### src/rtl/axi4_burst_addr_gen.sv
// AXI4 burst address generator.
// Accepts one AW/AR-style command per burst and emits one beat descriptor
// (address, byte strobe, index, last, error) per data transfer. Covers
// FIXED, INCR and WRAP bursts for any power-of-two DATA_WIDTH.
// Optional feature: define AXI4_BURST_ERR_CHECK_EN to build the burst
// legality checker; otherwise beat_err is tied to 0.

module axi4_burst_addr_gen #(
   parameter int ADDRESS_WIDTH = 32,
   parameter int DATA_WIDTH    = 32,
   parameter int ID_WIDTH      = 4,
   parameter int LEN_WIDTH     = 8
) (
   input  logic                       aclk,
   input  logic                       areset,
   input  logic                       cmd_valid,
   output logic                       cmd_ready,
   input  logic [ID_WIDTH-1:0]        cmd_id,
   input  logic [ADDRESS_WIDTH-1:0]   cmd_addr,
   input  logic [LEN_WIDTH-1:0]       cmd_len,
   input  logic [2:0]                 cmd_size,
   input  logic [1:0]                 cmd_burst,
   output logic                       beat_valid,
   input  logic                       beat_ready,
   output logic [ID_WIDTH-1:0]        beat_id,
   output logic [ADDRESS_WIDTH-1:0]   beat_addr,
   output logic [DATA_WIDTH/8-1:0]    beat_strb,
   output logic [LEN_WIDTH-1:0]       beat_idx,
   output logic                       beat_last,
   output logic                       beat_err,
   output logic                       busy
);

   localparam int STRB_W     = DATA_WIDTH / 8;
   localparam int SIZE_MAX_I = $clog2(STRB_W);
   localparam logic [2:0] SIZE_MAX = 3'(SIZE_MAX_I);
   localparam logic [ADDRESS_WIDTH-1:0] ONE       = ADDRESS_WIDTH'(1);
   localparam logic [ADDRESS_WIDTH-1:0] LANE_MASK = ADDRESS_WIDTH'(STRB_W - 1);

   localparam logic [1:0] BURST_FIXED = 2'b00;
   localparam logic [1:0] BURST_INCR  = 2'b01;
   localparam logic [1:0] BURST_WRAP  = 2'b10;
   localparam logic [1:0] BURST_RSVD  = 2'b11;

   // ST_INIT keeps cmd_ready low for the first edge after reset release.
   typedef enum logic [1:0] {
      ST_INIT = 2'd0,
      ST_IDLE = 2'd1,
      ST_RUN  = 2'd2
   } state_t;

   // Wrap window in bytes: beats rounded up to a power of two, times beat size.
   // Legal WRAP lengths (2/4/8/16 beats) are already powers of two.
   function automatic logic [ADDRESS_WIDTH-1:0] wrap_span(
      input logic [LEN_WIDTH-1:0] len,
      input logic [2:0]           esize
   );
      logic [LEN_WIDTH:0] beats;
      logic [LEN_WIDTH:0] pow;
      beats = {1'b0, len} + (LEN_WIDTH+1)'(1);
      pow   = (LEN_WIDTH+1)'(1);
      // Walk downwards so the smallest power >= beats is the one kept.
      for (int i = LEN_WIDTH; i >= 0; i--) begin
         if (beats <= ((LEN_WIDTH+1)'(1) << i)) begin
            pow = (LEN_WIDTH+1)'(1) << i;
         end
      end
      return ADDRESS_WIDTH'(pow) << esize;
   endfunction

   state_t                     state_q, state_d;
   logic [ID_WIDTH-1:0]        id_q, id_d;
   logic [ADDRESS_WIDTH-1:0]   addr_q, addr_d;
   logic [ADDRESS_WIDTH-1:0]   lower_q, lower_d;
   logic [ADDRESS_WIDTH-1:0]   span_q, span_d;
   logic [LEN_WIDTH-1:0]       len_q, len_d;
   logic [LEN_WIDTH-1:0]       idx_q, idx_d;
   logic [2:0]                 size_q, size_d;
   logic [1:0]                 burst_q, burst_d;

   logic                       cmd_hs;
   logic                       run;
   logic [2:0]                 cmd_esize;
   logic [ADDRESS_WIDTH-1:0]   cmd_bytes;
   logic [ADDRESS_WIDTH-1:0]   cmd_span;
   logic [ADDRESS_WIDTH-1:0]   cmd_lower;

   logic [ADDRESS_WIDTH-1:0]   bytes;
   logic [ADDRESS_WIDTH-1:0]   aligned;
   logic [ADDRESS_WIDTH-1:0]   step;
   logic [ADDRESS_WIDTH-1:0]   next_addr;
   logic                       last;
   logic [ADDRESS_WIDTH-1:0]   lane_lo;
   logic [ADDRESS_WIDTH-1:0]   lane_hi;

   assign run    = (state_q == ST_RUN);
   assign cmd_hs = cmd_valid && (state_q == ST_IDLE);

   // Command-side decode: clamp the size and derive the wrap window.
   always_comb begin
      cmd_esize = (cmd_size > SIZE_MAX) ? SIZE_MAX : cmd_size;
      cmd_bytes = ONE << cmd_esize;
      cmd_span  = wrap_span(cmd_len, cmd_esize);
      cmd_lower = cmd_addr & ~(cmd_span - ONE);
   end

   // Beat-side arithmetic: next address for the latched burst type.
   always_comb begin
      bytes   = ONE << size_q;
      aligned = addr_q & ~(bytes - ONE);
      step    = aligned + bytes;
      last    = (idx_q == len_q);
      case (burst_q)
         BURST_INCR: next_addr = step;
         BURST_WRAP: next_addr = (step == lower_q + span_q) ? lower_q : step;
         default:    next_addr = addr_q;   // FIXED and RESERVED hold the start address
      endcase
   end

   // Next-state and handshake outputs.
   // NOTE: every signal assigned here gets a default first so no path leaves
   // it unassigned; otherwise synthesis would infer a latch to hold it.
   always_comb begin
      state_d    = state_q;
      id_d       = id_q;
      addr_d     = addr_q;
      lower_d    = lower_q;
      span_d     = span_q;
      len_d      = len_q;
      idx_d      = idx_q;
      size_d     = size_q;
      burst_d    = burst_q;
      cmd_ready  = 1'b0;
      beat_valid = 1'b0;
      case (state_q)
         ST_INIT: begin
            state_d = ST_IDLE;
         end
         ST_IDLE: begin
            cmd_ready = 1'b1;
            if (cmd_hs) begin
               id_d    = cmd_id;
               addr_d  = cmd_addr;
               lower_d = cmd_lower;
               span_d  = cmd_span;
               len_d   = cmd_len;
               size_d  = cmd_esize;
               burst_d = cmd_burst;
               idx_d   = '0;
               state_d = ST_RUN;
            end
         end
         ST_RUN: begin
            beat_valid = 1'b1;
            if (beat_ready) begin
               if (last) begin
                  state_d = ST_IDLE;
               end else begin
                  idx_d  = idx_q + LEN_WIDTH'(1);
                  addr_d = next_addr;
               end
            end
         end
         default: begin
            state_d = ST_IDLE;
         end
      endcase
   end

   // State and burst-context registers; reset parks the block in ST_INIT.
   // NOTE: sequential state uses non-blocking assignments so every flop
   // samples the pre-edge values regardless of statement order.
   always_ff @(posedge aclk or posedge areset) begin
      if (areset) begin
         state_q <= ST_INIT;
         id_q    <= '0;
         addr_q  <= '0;
         lower_q <= '0;
         span_q  <= '0;
         len_q   <= '0;
         idx_q   <= '0;
         size_q  <= '0;
         burst_q <= BURST_FIXED;
      end else begin
         state_q <= state_d;
         id_q    <= id_d;
         addr_q  <= addr_d;
         lower_q <= lower_d;
         span_q  <= span_d;
         len_q   <= len_d;
         idx_q   <= idx_d;
         size_q  <= size_d;
         burst_q <= burst_d;
      end
   end

   // Strobe: lanes from the (possibly unaligned) beat address up to the end
   // of its aligned beat window.
   always_comb begin
      lane_lo   = addr_q & LANE_MASK;
      lane_hi   = (aligned & LANE_MASK) + bytes - ONE;
      beat_strb = '0;
      for (int k = 0; k < STRB_W; k++) begin
         beat_strb[k] = run && (ADDRESS_WIDTH'(k) >= lane_lo) && (ADDRESS_WIDTH'(k) <= lane_hi);
      end
   end

   assign beat_id   = id_q;
   assign beat_addr = addr_q;
   assign beat_idx  = idx_q;
   assign beat_last = run && last;
   assign busy      = run;

`ifdef AXI4_BURST_ERR_CHECK_EN
   logic                     err_q, err_d;
   logic                     cmd_err;
   logic                     wrap_len_ok;
   logic [ADDRESS_WIDTH-1:0] incr_last_addr;

   // Legality checks evaluated on the command as presented.
   always_comb begin
      wrap_len_ok    = (cmd_len == LEN_WIDTH'(1)) || (cmd_len == LEN_WIDTH'(3)) ||
                       (cmd_len == LEN_WIDTH'(7)) || (cmd_len == LEN_WIDTH'(15));
      incr_last_addr = (cmd_addr & ~(cmd_bytes - ONE)) + (ADDRESS_WIDTH'(cmd_len) << cmd_esize);
      cmd_err        = (cmd_burst == BURST_RSVD) ||
                       (cmd_size > SIZE_MAX) ||
                       ((cmd_burst == BURST_WRAP) &&
                        (!wrap_len_ok || ((cmd_addr & (cmd_bytes - ONE)) != '0))) ||
                       ((cmd_burst == BURST_INCR) &&
                        (cmd_addr[ADDRESS_WIDTH-1:12] != incr_last_addr[ADDRESS_WIDTH-1:12]));
      err_d          = cmd_hs ? cmd_err : err_q;
   end

   // Error flag latched with the rest of the burst context.
   always_ff @(posedge aclk or posedge areset) begin
      if (areset) begin
         err_q <= 1'b0;
      end else begin
         err_q <= err_d;
      end
   end

   assign beat_err = run && err_q;
`else
   assign beat_err = 1'b0;
`endif

endmodule

### config.mk
export PLATFORM = sky130hd
export DESIGN_NAME = axi4_burst_addr_gen
export DESIGN_NICKNAME = d
export VERILOG_FILES = /design/src/rtl/axi4_burst_addr_gen.sv
export SDC_FILE = /design/constraint.sdc
export NUM_CORES = 1
export LEC_CHECK = 0
export ABC_AREA = 1
export CORE_AREA = 5 5 134 231
export CTS_BUF_LIST = sky130_fd_sc_hd__clkbuf_8
export DETAILED_ROUTE_END_ITERATION = 16
export DIE_AREA = 0 0 139 236
export PLACE_DENSITY = 0.62
export RECOVER_POWER = 50
export SYNTH_ARGS = -nofsm -noshare
export SYNTH_HDL_FRONTEND = slang
export SYNTH_SLANG_ARGS = --single-unit
### constraint.sdc
create_clock -name aclk -period 4.7 [get_ports aclk]
set_clock_uncertainty 0.15 [all_clocks]
set_input_delay 0.94 -clock aclk [delete_from_list [all_inputs] [get_ports aclk]]
set_output_delay 0.94 -clock aclk [all_outputs]
set_load 0.01 [all_outputs]
==> flow_summary.json <==
{
  "status": "finished with violations",
  "violations": "max-capacitance violations, max-slew violations, negative setup slack",
  "start_util_pct": 34.6,
  "dieArea_um2": 32800,
  "slew_viol_final": 102,
  "drc": 0,
  "gp_congestion": 0.967,
  "crit_path_end_kind": "output pin",
  "die_width_um": 139,
  "routed_via_density": 5.19,
  "fill_cells": 3099,
  "coreArea_um2": 28700,
  "timing.final.crit_share_pct": 104,
  "power_density_nw_per_um2": 607,
  "critPathMaxFanout": 3,
  "fin_nets": 1804,
  "clock_sink_count": 107,
  "clk_root_buffer_cell": "clkbuf_8",
  "drtAntennaViolNets": 0,
  "clk_latency_ns": 0.43,
  "grt_pass1_vias": 10860,
  "finalHoldWorstSlack_ns": 0.333,
  "cp_num_buf_inv": 7,
  "clkTransAtPathRegs_ns": 0.12,
  "layout_commonest_cell": "nand2_1",
  "clockBufferDepth": 2,
  "syn_to_final_growth_pct": 21.4,
  "grt_max_degree": 82,
  "layout-drive-gt1-share_pct": 9.15,
  "critPathSlowestCell": "or4_4",
  "wl_per_cell_um": 17.1,
  "hold_path.class": "reg2reg",
  "place_hpwl_um": 29100,
  "drtPass1Iterations": 5,
  "critPathArrivalTime_ns": 3.80,
  "crit_type": "reg2out",
  "grt_pass1_wl_um": 56100,
  "period_needed_ns": 4.89,
  "via_count": 10865,
  "setup_viol": 3,
  "avgSynthCellArea_um2": 6.27,
  "grt_setup_unrepaired": "yes",
  "h-tree-depth": 3,
  "die_height_um": 236,
  "start_kind": "register",
  "antenna_found_initial": 0,
  "irDropWorstVdd_mv": 0.270,
  "max_slew.worst_pin.slew_ns": 2.50,
  "synthesis.area_um2": 9940,
  "synth.distinct_cells": 52,
  "p_total_w": 0.00732,
  "cts_tree": "done",
  "drt_wl_total_um": 35700,
  "syn_inst": 1586,
  "cap_violations": 2,
  "diodes": 0,
  "first_iter_violations": 666,
  "path_cells": "inv_2 -> nand3_4 -> ha_4 -> nand2_4 -> nand2_4 -> buf_4 -> inv_1 -> fa_2 -> o31ai_4 -> nand3_1 -> nand2_1 -> nor2_1 -> or4_4 -> nor4_4 -> buf_4 -> inv_2 -> o41ai_2 -> inv_1 -> buf_6",
  "required_ns": 3.61,
  "path_delay_family": "simple AND/OR/NAND/NOR gates",
  "dp.cells": 2068,
  "ys_ff_latch": 107,
  "slowest_delay_ns": 0.49,
  "seq_area_frac_synth_pct": 26.9,
  "track_usage_pct": 21.3,
  "fin_ws_ns": -0.192,
  "slew-limit-headroom_pct": -67.3,
  "fmax_ghz": 0.204,
  "portBuffers": 104,
  "cts_buffers": 9,
  "p_leak_nw": 5.86,
  "num_rows": 82,
  "overflow": 0,
  "ys_warn_count": 0,
  "final_cells": 2093,
  "ios": 106,
  "hold_viol_final": 0,
  "layout_common_cells": "nand2_1, inv_1, nand3_1"
}
-- area by class of cell --
type / count / area, µm² / share of cell area, %
sequential: 107 / 2680 / 22.2
clock buffer: 10 / 138 / 1.14
clock inverter: 6 / 81.3 / 0.674
tap: 378 / 473 / 3.92
inverter: 217 / 818 / 6.78
timing repair buffer: 157 / 1440 / 11.9
multi-input combinational: 1218 / 6440 / 53.4
-- cell families (layout without fill, tap and decap cells) --
| family | after synthesis | count (layout) | synth area share [%] |
|---|---|---|---|
| and+or+nand+nor | 927 | 928 | 42.4 |
| buffers and inverters | 263 | 390 | 10.4 |
| DFF | 107 | 107 | 26.9 |
| adders and majority gates | 41 | 41 | 5.31 |
| AOI/OAI and AO/OA | 203 | 203 | 10.9 |
| other | 2 | 3 | 0.0756 |
| xor gates and xnor gates | 43 | 43 | 3.87 |
-- tightest hold or removal path: stages, from the launching register on --
cell     delay, ns
dfrtp_1       0.37
nand2_1       0.06
inv_1         0.04
-- through the flow --
stage / TNS (ns) / area (µm²) / util, % / setup slack, ns
6_report: -0.431 / 12100 / 42.0 / -0.192
5_1_grt: -1.10 / 12100 / 42.0 / -0.418
4_1_cts: -0.875 / 11900 / 41.4 / -0.297
3_5_place_dp: -0.585 / 11600 / 40.4 / -0.254
3_3_place_gp: -0.547 / 11600 / 40.4 / -0.231
2_1_floorplan: 0 / 9940 / - / 0.219
-- sequential cells by signal (all words and copies together) (netlist names) --
name / flops
lower_q: 32
beat_idx: 8
len_q: 8
beat_id: 4
state_q: 2
beat_addr: 32
span_q: 16
burst_q: 2
size_q: 3
-- metal layers --
| layer | wire length, µm | GRT usage (%) |
|---|---|---|
| met3 | 1410 | 2.90 |
| met4 | 2160 | 12.0 |
| met5 | 0 | 0 |
| met1 | 13500 | 22.9 |
| met2 | 18700 | 39.6 |
-- Yosys cell counts, drive strengths merged --
cell,n,area share (%)
o21a,2,0.15
inv,215,8.1
nand2,465,18
o22ai,6,0.38
nand2b,1,0.063
o21ai,75,3.8
o21bai,5,0.42
and3,3,0.19
a211oi,1,0.076
a21oi,106,5.5
xnor2,15,1.3
nand4,66,4.2
nand3b,14,1.1
nor4b,1,0.088
fa,2,0.40
o31ai,2,0.15
dfrtp,107,27
o211ai,2,0.15
xor2,28,2.5
a21boi,1,0.076
nor3,32,1.6
buf,20,1.2
a21o,1,0.076
and2,1,0.063
ha,39,4.9
or2,7,0.44
o41ai,1,0.088
clkinv,2,0.076
nand3,180,10
or4,1,0.076
clkbuf,26,0.98
conb,2,0.076
nor4,7,0.44
a2111oi,1,0.088
nor2,149,6.2
-- timing repair --
action                                  4_1_cts  5_1_grt
endpoints found under the setup margin        3        5
cloned                                        0        1
hold buffers                                  0        0
pin swaps                                     5       20
setup buffers                                 3        5
gates resized for setup                      22       30
-- worst paths after layout --
kind / startpoint / end / slack, ns / cells after the start
min reg2reg: span_q[11] / span_q[11] / 0.33 / 2
max: size_q[2] / beat_strb[1] / -0.19 / 19
min in group asynchronous: areset / lower_q[24] / 1.50 / 2
max reg2reg: size_q[0] / beat_addr[30] / 0.27 / 30
min: span_q[11] / span_q[11] / 0.33 / 2
max in group asynchronous: areset / span_q[4] / 0.62 / 3
-- report_power, final --
group	switching (W)	internal [W]	total, W
Combinational	0.00302	0.00191	0.00493
Sequential	0.000468	0.00129	0.00175
Clock	0.000362	0.000271	0.000633
Total	0.00385	0.00347	0.00732
No activity file was read; power rests on OpenSTA's default activity.
